--- config.mk ---
export PLATFORM = sky130hd
export DESIGN_NAME = tw_mux_rr_arbiter_flat
export DESIGN_NICKNAME = d
export VERILOG_FILES = /design/src/rtl/arb_pkg.sv /design/src/rtl/tw_mux_rr_arbiter_if.sv /design/src/rtl/tw_multiplexer.sv /design/src/rtl/tw_mux_rr_arbiter.sv /design/src/flat_wrapper.sv
export SDC_FILE = /design/constraint.sdc
export NUM_CORES = 1
export LEC_CHECK = 0
export CORE_MARGIN = 2
export CORE_UTILIZATION = 37
export CTS_CLUSTER_DIAMETER = 80
export DETAILED_ROUTE_END_ITERATION = 10
export PLACE_DENSITY = 0.86
export SETUP_SLACK_MARGIN = 0.05
export SYNTH_ARGS = -nofsm -noshare
export SYNTH_HDL_FRONTEND = slang
export SYNTH_SLANG_ARGS = --single-unit
--- constraint.sdc ---
create_clock -name clk -period 2.4 [get_ports clk]
set_clock_uncertainty 0.2 [all_clocks]
set_input_delay 0.48 -clock clk [delete_from_list [all_inputs] [get_ports clk]]
set_output_delay 0.48 -clock clk [all_outputs]
set_load 0.05 [all_outputs]
--- src/rtl/arb_pkg.sv ---
// Shared types and sizing helpers for the two-way round-robin packet arbiter.
package arb_pkg;

    typedef enum logic [1:0] {IDLE, GNT0, GNT1} arb_state_t;

    localparam int MAX_BEATS_MIN = 1;
    localparam int MAX_BEATS_MAX = 255;

    // Beat counter must hold 0..MAX_BEATS-1 and still compare against MAX_BEATS-1.
    function automatic int cnt_width(int max_beats);
        return (max_beats < 1) ? 1 : $clog2(max_beats + 1);
    endfunction

endpackage

--- src/rtl/tw_mux_rr_arbiter_if.sv ---
// One valid/ready beat channel with data and end-of-packet flag.
interface tw_mux_rr_arbiter_if #(parameter int WIDTH = 8);

    logic             valid;
    logic [WIDTH-1:0] data;
    logic             last;
    logic             ready;

    modport master (output valid, output data, output last, input ready);
    modport slave  (input valid, input data, input last, output ready);

endinterface

--- src/rtl/tw_multiplexer.sv ---
// Single-bit two-way multiplexer cell: ctrl = 0 picks a, ctrl = 1 picks b.
module tw_multiplexer (
    input  logic a,
    input  logic b,
    input  logic ctrl,
    output logic y
);

    assign y = ctrl ? b : a;

endmodule

--- src/rtl/tw_mux_rr_arbiter.sv ---
// Round-robin packet arbiter: two requesters share one downstream channel,
// grant held per packet with a forced release after MAX_BEATS beats.
module tw_mux_rr_arbiter
    import arb_pkg::*;
#(
    parameter int WIDTH     = 8,
    parameter int MAX_BEATS = 4
) (
    input  logic                clk,
    input  logic                rst_n,
    tw_mux_rr_arbiter_if.slave  in0,
    tw_mux_rr_arbiter_if.slave  in1,
    tw_mux_rr_arbiter_if.master out,
    output logic                sel,
    output logic                busy
);

    localparam int            CW    = cnt_width(MAX_BEATS);
    localparam logic [CW-1:0] LIMIT = CW'(MAX_BEATS - 1);

    arb_state_t       state;
    logic             prio;
    logic [CW-1:0]    beat_cnt;

    logic [WIDTH-1:0] mux_data;
    logic             mux_last;
    logic             gnt0;
    logic             gnt1;
    logic             at_limit;
    logic             accept;
    logic             rls;

    for (genvar i = 0; i < WIDTH; i++) begin : g_bit
        tw_multiplexer u_bit (
            .a    (in0.data[i]),
            .b    (in1.data[i]),
            .ctrl (sel),
            .y    (mux_data[i])
        );
    end

    tw_multiplexer u_last (
        .a    (in0.last),
        .b    (in1.last),
        .ctrl (sel),
        .y    (mux_last)
    );

    assign gnt0     = (state == GNT0);
    assign gnt1     = (state == GNT1);
    assign busy     = gnt0 | gnt1;
    assign at_limit = (beat_cnt == LIMIT);

    assign out.valid = (gnt0 & in0.valid) | (gnt1 & in1.valid);
    assign out.data  = mux_data;
    assign out.last  = busy & (mux_last | at_limit);
    assign in0.ready = gnt0 & out.ready;
    assign in1.ready = gnt1 & out.ready;

    assign accept = out.valid & out.ready;
    assign rls    = accept & out.last;

    always_ff @(posedge clk) begin
        if (!rst_n) begin
            state    <= IDLE;
            sel      <= 1'b0;
            prio     <= 1'b0;
            beat_cnt <= '0;
        end else begin
            case (state)
                IDLE: begin
                    if (in0.valid && (!in1.valid || !prio)) begin
                        state <= GNT0;
                        sel   <= 1'b0;
                    end else if (in1.valid) begin
                        state <= GNT1;
                        sel   <= 1'b1;
                    end
                end
                GNT0: begin
                    if (rls) begin
                        beat_cnt <= '0;
                        prio     <= 1'b1;
                        // Hand straight over to the other side; never re-grant in0 here.
                        if (in1.valid) begin
                            state <= GNT1;
                            sel   <= 1'b1;
                        end else begin
                            state <= IDLE;
                        end
                    end else if (accept) begin
                        beat_cnt <= beat_cnt + CW'(1);
                    end
                end
                GNT1: begin
                    if (rls) begin
                        beat_cnt <= '0;
                        prio     <= 1'b0;
                        if (in0.valid) begin
                            state <= GNT0;
                            sel   <= 1'b0;
                        end else begin
                            state <= IDLE;
                        end
                    end else if (accept) begin
                        beat_cnt <= beat_cnt + CW'(1);
                    end
                end
                default: state <= IDLE;
            endcase
        end
    end

endmodule

--- src/flat_wrapper.sv ---
// flat-port wrapper written by rule: the top's interface ports become plain ports
module tw_mux_rr_arbiter_flat import arb_pkg::*;
#(
    parameter int WIDTH     = 8,
    parameter int MAX_BEATS = 4
)
  (clk, rst_n, sel, busy, in0_valid, in0_data, in0_last, in0_ready, in1_valid, in1_data, in1_last, in1_ready, out_valid, out_data, out_last, out_ready);
  tw_mux_rr_arbiter_if #(.WIDTH(WIDTH)) in0_i ();
  tw_mux_rr_arbiter_if #(.WIDTH(WIDTH)) in1_i ();
  tw_mux_rr_arbiter_if #(.WIDTH(WIDTH)) out_i ();
  input  logic clk;
  input  logic rst_n;
  output logic sel;
  output logic busy;
  input wire logic [$bits(in0_i.valid)-1:0] in0_valid;
  input wire logic [$bits(in0_i.data)-1:0] in0_data;
  input wire logic [$bits(in0_i.last)-1:0] in0_last;
  output wire logic [$bits(in0_i.ready)-1:0] in0_ready;
  input wire logic [$bits(in1_i.valid)-1:0] in1_valid;
  input wire logic [$bits(in1_i.data)-1:0] in1_data;
  input wire logic [$bits(in1_i.last)-1:0] in1_last;
  output wire logic [$bits(in1_i.ready)-1:0] in1_ready;
  output wire logic [$bits(out_i.valid)-1:0] out_valid;
  output wire logic [$bits(out_i.data)-1:0] out_data;
  output wire logic [$bits(out_i.last)-1:0] out_last;
  input wire logic [$bits(out_i.ready)-1:0] out_ready;
  assign in0_i.valid = in0_valid;
  assign in0_i.data = in0_data;
  assign in0_i.last = in0_last;
  assign in0_ready = in0_i.ready;
  assign in1_i.valid = in1_valid;
  assign in1_i.data = in1_data;
  assign in1_i.last = in1_last;
  assign in1_ready = in1_i.ready;
  assign out_valid = out_i.valid;
  assign out_data = out_i.data;
  assign out_last = out_i.last;
  assign out_i.ready = out_ready;
  tw_mux_rr_arbiter #(.WIDTH(WIDTH), .MAX_BEATS(MAX_BEATS)) u_core (.clk(clk), .rst_n(rst_n), .in0(in0_i), .in1(in1_i), .out(out_i), .sel(sel), .busy(busy));
endmodule
==> metrics.txt <==
antenna violations before repair=0; setup violators final=0; Static Leakage=around 0.48 nW; Pwr Density=1070 mW/mm^2; Synth cell types=25; DRC=0; htree depth=1; # clock sinks=7; total grt overflow=0; Switching Power=about 0.58 mW; CP Max Fanout=8; Seq/Total Area, Yosys=0.211; final std cells w/o fill=around 140; 1st-iter DRT viols=9; NumNets Final=144; synthesized area=664 um^2; Core ar.=0.00171 mm^2; IO Pins=37; fill count=between 100 and 150; R2R setup slack=360 ps; Placed Cells=135; Max Fclk=~450 MHz; Pint=0.654 mW; DP HPWL=around 1600 um; fraction of layout cells with a size suffix above 1=0.272; first-pass detailed-route iteration total=4; Yosys warning total=0; Post CTS Setup Buffer Count=0; crit path cell chain=inv_1, ha_1, and2_4, buf_8; unrepaired setup endpoints after global routing=false; Clock Latency Late Sink=260 ps; multi-input logic area=~430 um^2; power share of the sequential group=0.129; via count=682; Hold-fix buffers, CTS=0; Peak VDD IR=833 uV; max incr delay on CP=460 ps; Tightest Pin Transition=315 ps; GP Congestion=0.837; final number of max-transition violations=0; die area=0.00215 mm^2; Final Cycle Share=0.919; Root Driver=clkbuf_4; first-pass GRT wire length=2740 um; Syn Area/Cell=slightly above 8 um^2; final worst-path setup slack=194 ps; Syn-to-layout area delta=73.8%; Die X-Extent=46.4 um; Worst Hold Class=flop to flop; Mapped Nets=109; Total Wirelength=1920 um; CTS tree=done; wire per inst=13.8 um; Sw Ratio=0.469; die height=46.4 um; CP Data Arrival Time=about 1500 ps; effective utilization at floorplan=0.389; Reg clk slew, reported paths=60 ps; final hold violation count=0; PortBufs=36; cts repair resizes=5; final critical-path required period=2210 ps; critical path class=flop to output pin; number of global-route vias before repair=between 600 and 700; maximum clock insertion buffer count=2; Site Rows=15; Crit. End Element=output pin; slowest CP cell=ha_1; power share of the combinational group=0.782; Setup WS pre-CTS=-35.2 ps; gr usage total=0.188; crit start category=flop; Max-Slew Margin vs Limit=0.790; Worst Path Required=between 1500 and 2000 ps; CTS buffer count=3; Clk pwr share=0.089; vias per inst=4.91; Diodes inserted=0; register area=around 140 um^2; Syn Inst Count=80; Yosys reg bits=7; Post-DRT Antenna Nets=0; Max Cap Viol=0; outcome=complete, no violations; largest net degree at the start of global routing=11
-- power groups by stage --
| stage | registers [mW] | clock network, mW | logic [mW] |
|---|---|---|---|
| 6_report | 0.158 | 0.110 | 0.964 |
| 5_1_grt | 0.160 | 0.121 | 1.02 |
| 4_1_cts | 0.159 | 0.113 | 0.969 |
| 3_5_place_dp | 0.161 | 0 | 0.946 |
| 3_3_place_gp | 0.159 | 0 | 0.928 |
| 2_1_floorplan | 0.176 | 0 | 0.584 |
-- state kept, by name (all words and copies together) (netlist names) --
register and flops:
u_core.beat_cnt 3, u_core.prio 1, u_core.sel 1, u_core.state 2
-- layer usage --
metal / routed length [um] / up-vias / track usage / share of wire
met4: 30 / 0 / 0.0686 / 0.016
met2: 1170 / 18 / 0.367 / 0.61
met1: 645 / 321 / 0.176 / 0.34
met3: 74 / 6 / 0.0627 / 0.039
li1: - / 337 / - / -
met5: 0 / - / 0 / 0
-- final timing paths --
check                startpoint                 end  cells after the start
max             u_core.state[0]            out_last                      4
min          u_core.beat_cnt[2]  u_core.beat_cnt[2]                      2
max reg2reg     u_core.state[0]     u_core.state[1]                      6
min reg2reg  u_core.beat_cnt[2]  u_core.beat_cnt[2]                      2
-- layout by cell type, fill, tap and decap left out --
| cell | netlist | routed |
|---|---|---|
| mux2_2 | 8 | 8 |
| o22ai_1 | 2 | 2 |
| clkdlybuf4s50_1 | 0 | 20 |
| o2111a_1 | 1 | 1 |
| nand2b_1 | 2 | 2 |
| nor2b_1 | 2 | 2 |
| nor2_1 | 2 | 2 |
| and2_1 | 2 | 2 |
| mux2_4 | 1 | 1 |
| nand3_1 | 3 | 3 |
| mux2i_1 | 2 | 2 |
| clkbuf_1 | 0 | 1 |
| or3_1 | 3 | 3 |
| buf_8 | 0 | 1 |
| buf_12 | 0 | 12 |
| a22o_1 | 1 | 1 |
| o21ai_0 | 2 | 2 |
| nand2_1 | 9 | 9 |
| inv_1 | 6 | 6 |
| a21o_1 | 1 | 1 |
| a211oi_1 | 1 | 1 |
| and2_4 | 0 | 1 |
| a21oi_1 | 7 | 7 |
| dlygate4sd2_1 | 0 | 2 |
| or2_1 | 1 | 1 |
| buf_4 | 8 | 4 |
| ha_1 | 6 | 6 |
| o221a_2 | 1 | 1 |
| clkbuf_4 | 0 | 3 |
| dfxtp_1 | 7 | 7 |
-- per-stage QoR --
stage | TNS, ps | cell area, um^2 | util | hold WS, ps | power, mW
after floorplan | 0 | 664 | - | 232 | 0.760
after global placement | -7.74 | 1120 | 0.657 | 240 | 1.09
after detailed placement | -35.2 | 1120 | 0.657 | 257 | 1.11
after CTS | 0 | 1150 | 0.676 | 272 | 1.24
after global routing | 0 | 1150 | 0.676 | 287 | 1.30
final | 0 | 1150 | 0.676 | 266 | 1.23
-- cell families after synthesis --
kind of cell               synth area share
AOI/OAI and AO/OA                     0.156
adders and majority gates             0.113
buffers and inverters                 0.141
DFF                                   0.211
muxes                                 0.188
and+or+nand+nor                       0.190
-- cells in the mapped netlist, drive strengths merged --
| library cell | n | share of area |
|---|---|---|
| buf | 9 | 0.11 |
| mux2 | 9 | 0.16 |
| nand2 | 9 | 0.051 |
| a21oi | 7 | 0.053 |
| dfxtp | 7 | 0.21 |
| ha | 6 | 0.11 |
| inv | 6 | 0.034 |
| and2 | 3 | 0.030 |
| nand3 | 3 | 0.023 |
| or3 | 3 | 0.028 |
| mux2i | 2 | 0.030 |
| nand2b | 2 | 0.019 |
| nor2 | 2 | 0.011 |
| nor2b | 2 | 0.019 |
| o21ai | 2 | 0.015 |
| o22ai | 2 | 0.019 |
| a211oi | 1 | 0.011 |
| a21o | 1 | 0.011 |
| a22o | 1 | 0.013 |
| o2111a | 1 | 0.017 |
| o221a | 1 | 0.017 |
| or2 | 1 | 0.0094 |
-- worst max-delay path, delay by kind of cell (launching register included) --
kind	cells	cell delay, ps
and+or+nand+nor	1	210
buffers and inverters	2	220
adders and majority gates	1	460
DFF	1	370
-- area by class of cell --
type	instances	share of cell area
Tap cell	25	0.0271
Multi-Input combinational cell	58	0.374
Clock buffer	4	0.0228
Timing Repair Buffer	39	0.436
Sequential cell	7	0.121
Inverter	6	0.0195
Power figures use the tool's default switching activity.
